==> config.mk <==
export PLATFORM = sky130hd
export DESIGN_NAME = instr_fetch_queue
export DESIGN_NICKNAME = d
export VERILOG_FILES = /design/src/rtl/cpu_pkg.sv /design/src/rtl/ifq_fifo.sv /design/src/rtl/instr_fetch_queue.sv
export SDC_FILE = /design/constraint.sdc
export NUM_CORES = 1
export LEC_CHECK = 0
export CORE_UTILIZATION = 30
export CTS_BUF_LIST = sky130_fd_sc_hd__clkbuf_8
export DETAILED_ROUTE_END_ITERATION = 8
export HOLD_SLACK_MARGIN = 0.06
export SLEW_MARGIN = 20
export SYNTH_ARGS = -nofsm -noshare
export SYNTH_HDL_FRONTEND = slang
export SYNTH_SLANG_ARGS = --single-unit
==> constraint.sdc <==
create_clock -name clk -period 8.75 [get_ports clk]
set_clock_uncertainty 0.05 [all_clocks]
set_input_delay 1.75 -clock clk [delete_from_list [all_inputs] [get_ports clk]]
set_output_delay 1.75 -clock clk [all_outputs]
set_load 0.01 [all_outputs]
==> src/rtl/cpu_pkg.sv <==
// cpu_pkg: shared definitions for the CPU front end.
//   WORD_W        - datapath / address width
//   PC_STEP       - byte increment between sequential instruction words
//   fetch_entry_t - one fetched instruction together with its PC
package cpu_pkg;

  localparam int unsigned       WORD_W  = 32;
  localparam logic [WORD_W-1:0] PC_STEP = 32'd4;

  typedef struct packed {
    logic [WORD_W-1:0] pc;
    logic [WORD_W-1:0] instr;
  } fetch_entry_t;

endpackage

==> src/rtl/ifq_fifo.sv <==
// ifq_fifo: in-order entry storage for the fetch queue.
//   clk, reset (async, active-low)
//   push / push_data - write one entry at the tail
//   pop              - remove the head (ignored when empty)
//   flush            - drop every entry; a pop in the same cycle is simply absorbed
//   head             - head entry, all-zero while empty
//   count            - number of stored entries (0..DEPTH)
module ifq_fifo
  import cpu_pkg::*;
#(
  parameter int unsigned DEPTH = 4
) (
  input  logic                     clk,
  input  logic                     reset,
  input  logic                     push,
  input  fetch_entry_t             push_data,
  input  logic                     pop,
  input  logic                     flush,
  output fetch_entry_t             head,
  output logic [$clog2(DEPTH):0]   count
);

  localparam int unsigned AW = $clog2(DEPTH);

  fetch_entry_t  entries [DEPTH];
  logic [AW-1:0] wr_ptr;
  logic [AW-1:0] rd_ptr;
  logic          do_push;
  logic          do_pop;

  assign do_push = push && !flush;
  assign do_pop  = pop && (count != '0);

  always_ff @(posedge clk or negedge reset) begin
    if (!reset) begin
      wr_ptr <= '0;
      rd_ptr <= '0;
      count  <= '0;
    end else if (flush) begin
      wr_ptr <= '0;
      rd_ptr <= '0;
      count  <= '0;
    end else begin
      if (do_push) wr_ptr <= wr_ptr + AW'(1);
      if (do_pop)  rd_ptr <= rd_ptr + AW'(1);
      case ({do_push, do_pop})
        2'b10:   count <= count + (AW+1)'(1);
        2'b01:   count <= count - (AW+1)'(1);
        default: count <= count;
      endcase
    end
  end

  always_ff @(posedge clk) begin
    if (do_push) entries[wr_ptr] <= push_data;
  end

  assign head = (count != '0) ? entries[rd_ptr] : '0;

endmodule

==> src/rtl/instr_fetch_queue.sv <==
// instr_fetch_queue: fetch stage feeding decode.
// Owns the fetch PC, keeps at most one read outstanding to instruction memory,
// queues returned words with their PCs and hands them out over valid/ready.
// A redirect flushes the queue, drops any still-outstanding response and
// restarts fetch at the target.
//   clk, reset (async, active-low)
//   mem_req/mem_addr          - word read request to instruction memory
//   mem_rdata/mem_rvalid      - one response per accepted request
//   redirect_valid/redirect_pc- taken branch/jump
//   instr_valid/instr/instr_pc/instr_ready - decode handshake
//   align_err                 - sticky misaligned-redirect flag
// Build option IFQ_ALIGN_CHECK_EN: a misaligned redirect sets align_err and
// halts fetch until reset; otherwise the target's low two bits are cleared.
module instr_fetch_queue
  import cpu_pkg::*;
#(
  parameter int unsigned       DEPTH    = 4,
  parameter logic [WORD_W-1:0] RESET_PC = 32'h0000_0000
) (
  input  logic              clk,
  input  logic              reset,
  output logic              mem_req,
  output logic [WORD_W-1:0] mem_addr,
  input  logic [WORD_W-1:0] mem_rdata,
  input  logic              mem_rvalid,
  input  logic              redirect_valid,
  input  logic [WORD_W-1:0] redirect_pc,
  output logic              instr_valid,
  output logic [WORD_W-1:0] instr,
  output logic [WORD_W-1:0] instr_pc,
  input  logic              instr_ready,
  output logic              align_err
);

  localparam int unsigned CW = $clog2(DEPTH) + 1;

  logic [WORD_W-1:0] fpc;
  logic [WORD_W-1:0] req_pc;
  logic              osd;
  logic              drp;
  logic              halted;
  logic              load_pc;
  logic [WORD_W-1:0] target;
  logic [CW-1:0]     count;
  logic [CW:0]       inflight;
  logic              push;
  logic              pop;
  fetch_entry_t      head;

`ifdef IFQ_ALIGN_CHECK_EN
  logic misaligned;
  logic align_q;

  assign misaligned = (redirect_pc[1:0] != 2'b00);

  always_ff @(posedge clk or negedge reset) begin
    if (!reset)                            align_q <= 1'b0;
    else if (redirect_valid && misaligned) align_q <= 1'b1;
  end

  assign halted    = align_q;
  assign align_err = align_q;
  assign load_pc   = !misaligned;
  assign target    = redirect_pc;
`else
  assign halted    = 1'b0;
  assign align_err = 1'b0;
  assign load_pc   = 1'b1;
  assign target    = redirect_pc & ~32'h3;
`endif

  // Every outstanding request already owns a queue slot, so the queue can never overflow.
  assign inflight = {1'b0, count} + {{CW{1'b0}}, osd};
  assign mem_req  = reset && !redirect_valid && !halted && (!osd || mem_rvalid)
                    && (inflight < (CW+1)'(DEPTH));
  assign mem_addr = fpc;

  assign push = mem_rvalid && !drp && !redirect_valid;
  assign pop  = instr_valid && instr_ready;

  always_ff @(posedge clk or negedge reset) begin
    if (!reset) begin
      fpc    <= RESET_PC;
      req_pc <= '0;
      osd    <= 1'b0;
      drp    <= 1'b0;
    end else begin
      if (redirect_valid) begin
        if (load_pc) fpc <= target;
      end else if (mem_req) begin
        fpc <= fpc + PC_STEP;
      end

      if (mem_req) begin
        osd    <= 1'b1;
        req_pc <= fpc;
      end else if (mem_rvalid) begin
        osd    <= 1'b0;
      end

      // A request still in flight at redirect time belongs to the old path.
      if (redirect_valid)  drp <= osd && !mem_rvalid;
      else if (mem_rvalid) drp <= 1'b0;
    end
  end

  ifq_fifo #(
    .DEPTH (DEPTH)
  ) u_fifo (
    .clk       (clk),
    .reset     (reset),
    .push      (push),
    .push_data ('{pc: req_pc, instr: mem_rdata}),
    .pop       (pop),
    .flush     (redirect_valid),
    .head      (head),
    .count     (count)
  );

  assign instr_valid = (count != '0);
  assign instr       = head.instr;
  assign instr_pc    = head.pc;

endmodule

## Word level (Yosys, flattened, before mapping)

Memory sizes are Yosys's and may differ from the RTL's.
Cells that the tools add are included.

- Flip-flop bits (word level): 73
- Bits in writable memories: 256
- Word-level logic and storage cells: 52
- Memories kept: 1

- $add $sub $neg: 6
- Order comparisons: 1
- Equal/unequal tests: 2
- Muxes and demuxes: 14
- Reduce and logical (&&, ||, !) cells: 21

Memories:

| memory | depth | bits a word | rd ports | clocked after memory_dff | write ports | RTL line | RTL |
|---|---|---|---|---|---|---|---|
| u_fifo.entries | 4 | 64 | 1 | 0 | 1 | ifq_fifo.sv:25 | `fetch_entry_t entries [DEPTH];` |

Operators by type and width:

| operator | number |
|---|---|
| $mux 32 | 2 |
| $mux 64 | 1 |
| $add 32x3->32 const B | 1 |
| $reduce_bool 2->1 | 5 |
| $logic_and 1x1->1 | 9 |
| $mux 2 | 4 |
| $pmux 3 s2 | 1 |
| $reduce_bool 3->1 | 2 |
| $mux 1 | 5 |
| $add 2x1->2 const B | 2 |
| $add 3x1->4 | 1 |
| $logic_not 1->1 | 4 |
| $lt 4x3->1 const B | 1 |
| $add 3x1->3 const B | 1 |
| $mux 3 | 1 |
| $sub 3x1->3 const B | 1 |
| $eq 2x1->1 const B | 1 |
| $eq 2x2->1 const B | 1 |
| $logic_or 1x1->1 | 1 |

## Logic depth before layout (Yosys ltp)

- Depth in word-level cells: 7
- Gate-level depth with buffers: 7
- Depth with buffers taken out: 6

## Cells and area by module

From an unflattened synthesis, not the netlist that was laid out.

- Cell total of the unflattened synthesis: 754
- Area total of the unflattened synthesis: 13311.5 sq um

Modules (own cells, without submodules):

| module | times used | cells an instance | area each (sq um) | seq. area each (sq um) |
|---|---|---|---|---|
| ifq_fifo | 1 | 452 | 10151.0 | 7862.5 |
| instr_fetch_queue | 1 | 302 | 3160.5 | 1551.5 |

## Worst setup path before layout

Ideal clock, no wire load.

- Kind: in2out
- From: input port mem_rvalid
- To: output port mem_req
- Arrival time: 2.814 ns
- Slack: 4.136 ns
- Cell stages on the path: 6
- Cells stage by stage: a21bo_1 buf_6 a21oi_1 and2_1 buf_2 buf_2

- Cells in the longest elaborated chain, start to end: 3

RTL lines:

| what | RTL line | RTL |
|---|---|---|
| start, declared | instr_fetch_queue.sv:25 | `input logic mem_rvalid,` |
| $logic_or 1x1->1 | instr_fetch_queue.sv:74 | `assign mem_req = reset && !redirect_valid && !halted && (!osd \|\| mem_rvalid)` |
| $logic_and 1x1->1 | instr_fetch_queue.sv:74 |  |
| $logic_and 1x1->1 | instr_fetch_queue.sv:75 | `&& (inflight < (CW+1)'(DEPTH));` |
| end, declared | instr_fetch_queue.sv:22 | `output logic mem_req,` |

No other way between the ends.

## Final worst setup path

- From: input port redirect_valid
- To: output port mem_req

- Cells in the longest elaborated chain, start to end: 4

RTL lines:

| what | RTL line | RTL |
|---|---|---|
| start, declared | instr_fetch_queue.sv:26 | `input logic redirect_valid,` |
| $logic_not 1->1 | instr_fetch_queue.sv:74 |  |
| $logic_and 1x1->1 (2 in a row) | instr_fetch_queue.sv:74 |  |
| $logic_and 1x1->1 | instr_fetch_queue.sv:75 |  |

No other way between the ends.

==> results.json <==
{
  "status": "completed",
  "slowest_delay_ps": 810,
  "p_sw_share_pct": 28.72,
  "cp_top_family": "buffers and inverters",
  "end_kind": "output pin",
  "grt_overflow": 0,
  "die-area_sq_um": 43850,
  "cp.required_ps": 6950,
  "cts_resized": 0,
  "clockBufferDepth": 3,
  "drc": 0,
  "synth_warnings": 0,
  "power.internal_mw": 3.251,
  "critical_path_peak_fanout": 37,
  "cp_common_cell": "clkdlybuf4s50_1",
  "routed_wl_um": 30210,
  "arrival_ps": 4420,
  "post_cts_buffers": 0,
  "fmax_mhz": 160.7,
  "async_flop_share_pct": 21.77,
  "pwr-share-seq_pct": 44.8,
  "hold_violations": 0,
  "diodes": 0,
  "vias": 7315,
  "r2r_start": "drp",
  "path_depth": 5,
  "root_buffer": "clkbuf_8",
  "drive_above_1_share_pct": 16.48,
  "wl_per_cell_um": 20.09,
  "path_clk_slew_ps": 60,
  "clk-insertion-delay-late_ps": 620,
  "ys_seq_elements": 317,
  "antenna_found_initial": 0,
  "pin_count": 168,
  "power.leakage_nw": 5.379,
  "nets": 993,
  "final_cell_mix": "248 x edfxtp_1, 159 x clkdlybuf4s50_1, 67 x dfrtp_1, 65 x and2_1, 62 x mux4_2",
  "final_core_util_pct": 38.26,
  "netlist_area_sq_um": 12900,
  "grt_usage_pct": 13.99,
  "setup_viol_count_final": 0,
  "port_buffers": 160,
  "cts_sinks": 317,
  "rsz0062_at_grt": "false",
  "fin_hold_ws_ps": 467.8,
  "synth_edf_count": 248,
  "critPathCapture": "mem_req",
  "grt_max_degree": 70,
  "drtIter0Drc": 489,
  "grt_pass1_wl_um": 46040,
  "pwr-share-comb_pct": 26.3,
  "place_hpwl_um": 17920,
  "tns_ps": 0,
  "avgSynthCellArea_sq_um": 17.56,
  "ys_types": 53,
  "slew_headroom_pct": 30.10,
  "worst-path-buf-inv": 4,
  "crit_slowest_cell": "and2_2",
  "r2r-end": "u_fifo.entries[0][12]",
  "critical_path.startpoint": "redirect_valid",
  "drtAntennaViolNets": 0,
  "max_cap_violations": 0,
  "core_area_sq_um": 42230,
  "reg2reg_setup_slack_ps": 6030,
  "cts_buffers": 55,
  "initial_core_util_pct": 30.56,
  "syn_to_final_growth_pct": 25.21,
  "cts_hold_buf": 0,
  "grt_pass1_vias": 7651,
  "h-tree-depth": 2,
  "finalPower_mw": 4.561,
  "routed_via_density": 4.864,
  "finalCriticalPeriod_ps": 6224,
  "dieHeight_um": 209.4,
  "reg2regPathDepth": 3,
  "vdd_drop_max_v": 0.0001048,
  "seq_area_frac_synth_pct": 71.09,
  "fin_crit_sh_pct": 71.14,
  "worst_pin_slew_ps": 1048,
  "rows": 75,
  "clkPwrFrac_pct": 28.9,
  "yosys_most_used_dff": "edfxtp_1",
  "place.gp.congestion": 0.8415,
  "path_class": "input port to output pin",
  "critPathLaunchType": "input port",
  "pwr_density_cell_nw_per_um2": 282.3,
  "hp-class": "flip-flop to flip-flop",
  "worstPathCellList": "clkdlybuf4s50_1 -> buf_4 -> inv_2 -> and2_2 -> clkdlybuf4s50_1",
  "slew_viol_final": 0,
  "die_w_um": 209.4,
  "final_common_cell": "edfxtp_1",
  "power_switching_mw": 1.310,
  "firstDrtPassIters": 6,
  "syn_inst": 735,
  "cts_tree": "yes"
}
==> per-layer routing <==
layer  vias up  part of all wire (%)  GRT usage [%]  routed length, um
met2       250                    46          21.83              13910
met3        44                   7.2          4.758               2168
li1       3283                     -              -                  -
met1      3738                    45          18.51              13640
met4         0                   1.6          3.981                480
met5         -                     0              0                  0
==> power by group through the flow <==
stage	Sequential (mW)	Combinational, mW	Clock (mW)
6_report	2.04	1.20	1.32
5_1_grt	2.08	1.30	1.43
4_1_cts	2.05	1.24	1.37
3_5_place_dp	2.08	1.23	0
3_3_place_gp	2.07	1.22	0
2_1_floorplan	1.95	0.701	0
==> cell type report <==
type,count,area (sq um)
repair buffers,168,1659
inverters,8,30.03
multi-input cells,368,3516
well taps,539,674.4
flip-flops and latches,317,9181
clock buffers,61,839.6
clock inverters,43,257.7
fillers,3957,26070
==> logic make-up (layout without fill, tap and decap cells) <==
kind of cell | after synthesis | after routing | share of synthesized area, %
AO/OA/AOI/OAI | 66 | 66 | 3.452
XOR/XNOR | 10 | 10 | 0.6787
adder cells (fa/ha/maj) | 6 | 6 | 0.6399
buffers and inverters | 54 | 280 | 1.881
flip-flops | 317 | 317 | 71.09
multiplexers | 97 | 97 | 13.84
other | 1 | 5 | 0.02906
AND/OR/NAND/NOR | 184 | 184 | 8.396
==> how the worst min path moves through the flow <==
| stage | startpoint | to | slack (ps) | cells after the start |
|---|---|---|---|---|
| after floorplan | req_pc[2] | u_fifo.entries[0][34] | 420 | 0 |
| after global placement | req_pc[10] | u_fifo.entries[3][42] | 440 | 0 |
| after detailed placement | req_pc[10] | u_fifo.entries[1][42] | 460 | 0 |
| after CTS | req_pc[10] | u_fifo.entries[1][42] | 470 | 0 |
| after global routing | req_pc[7] | u_fifo.entries[0][39] | 490 | 0 |
| final | req_pc[17] | u_fifo.entries[2][49] | 470 | 0 |
==> flip-flops by register name (all words and copies together), names as in the netlist <==
register	flops
u_fifo.count	3
drp	1
req_pc	30
u_fifo.wr_ptr	2
osd	1
u_fifo.entries	248
u_fifo.rd_ptr	2
mem_addr	30
==> per-stage QoR <==
stage | std cells | cell area, sq um | setup slack, ps
2_1_floorplan | 739 | 12920 | 4136
3_3_place_gp | 1400 | 15060 | 2497
3_5_place_dp | 1400 | 15060 | 2518
4_1_cts | 1504 | 16160 | 2516
5_1_grt | 1504 | 16160 | 2310
6_report | 1504 | 16160 | 2526
==> worst register-to-register path: stages (launching register included) <==
cell and delay, ps:
dfrtp_1 390, nor3b_1 700, and2_4 520, buf_4 660
==> cell usage after synthesis (3+ instances only) <==
master     instances  area share, %
edfxtp_1         248             58
and2_1            70            3.4
dfrtp_1           69             13
mux4_2            62             11
mux2_1            30            2.6
clkbuf_1          27           0.79
nor2_1            25           0.73
a31oi_1           17           0.82
or4_1             16           0.93
nand2_1           15           0.44
nand3_1           15           0.58
o31ai_1           14           0.81
buf_2             11           0.43
nand4_1           10           0.48
o21ai_1           10           0.39
inv_1              7           0.20
xnor2_1            6           0.41
buf_4              5           0.29
ha_1               5           0.48
nor3_1             5           0.19
o21ai_0            5           0.19
a21oi_1            4           0.16
mux2i_1            4           0.31
nor2b_1            4           0.19
or3_1              4           0.19
xor2_1             4           0.27
a2111oi_0          3           0.20
a211o_1            3           0.20
and3_1             3           0.15
nand2b_1           3           0.15
nor3b_1            3           0.17
Note: power is estimated with default switching activity, not from simulation.
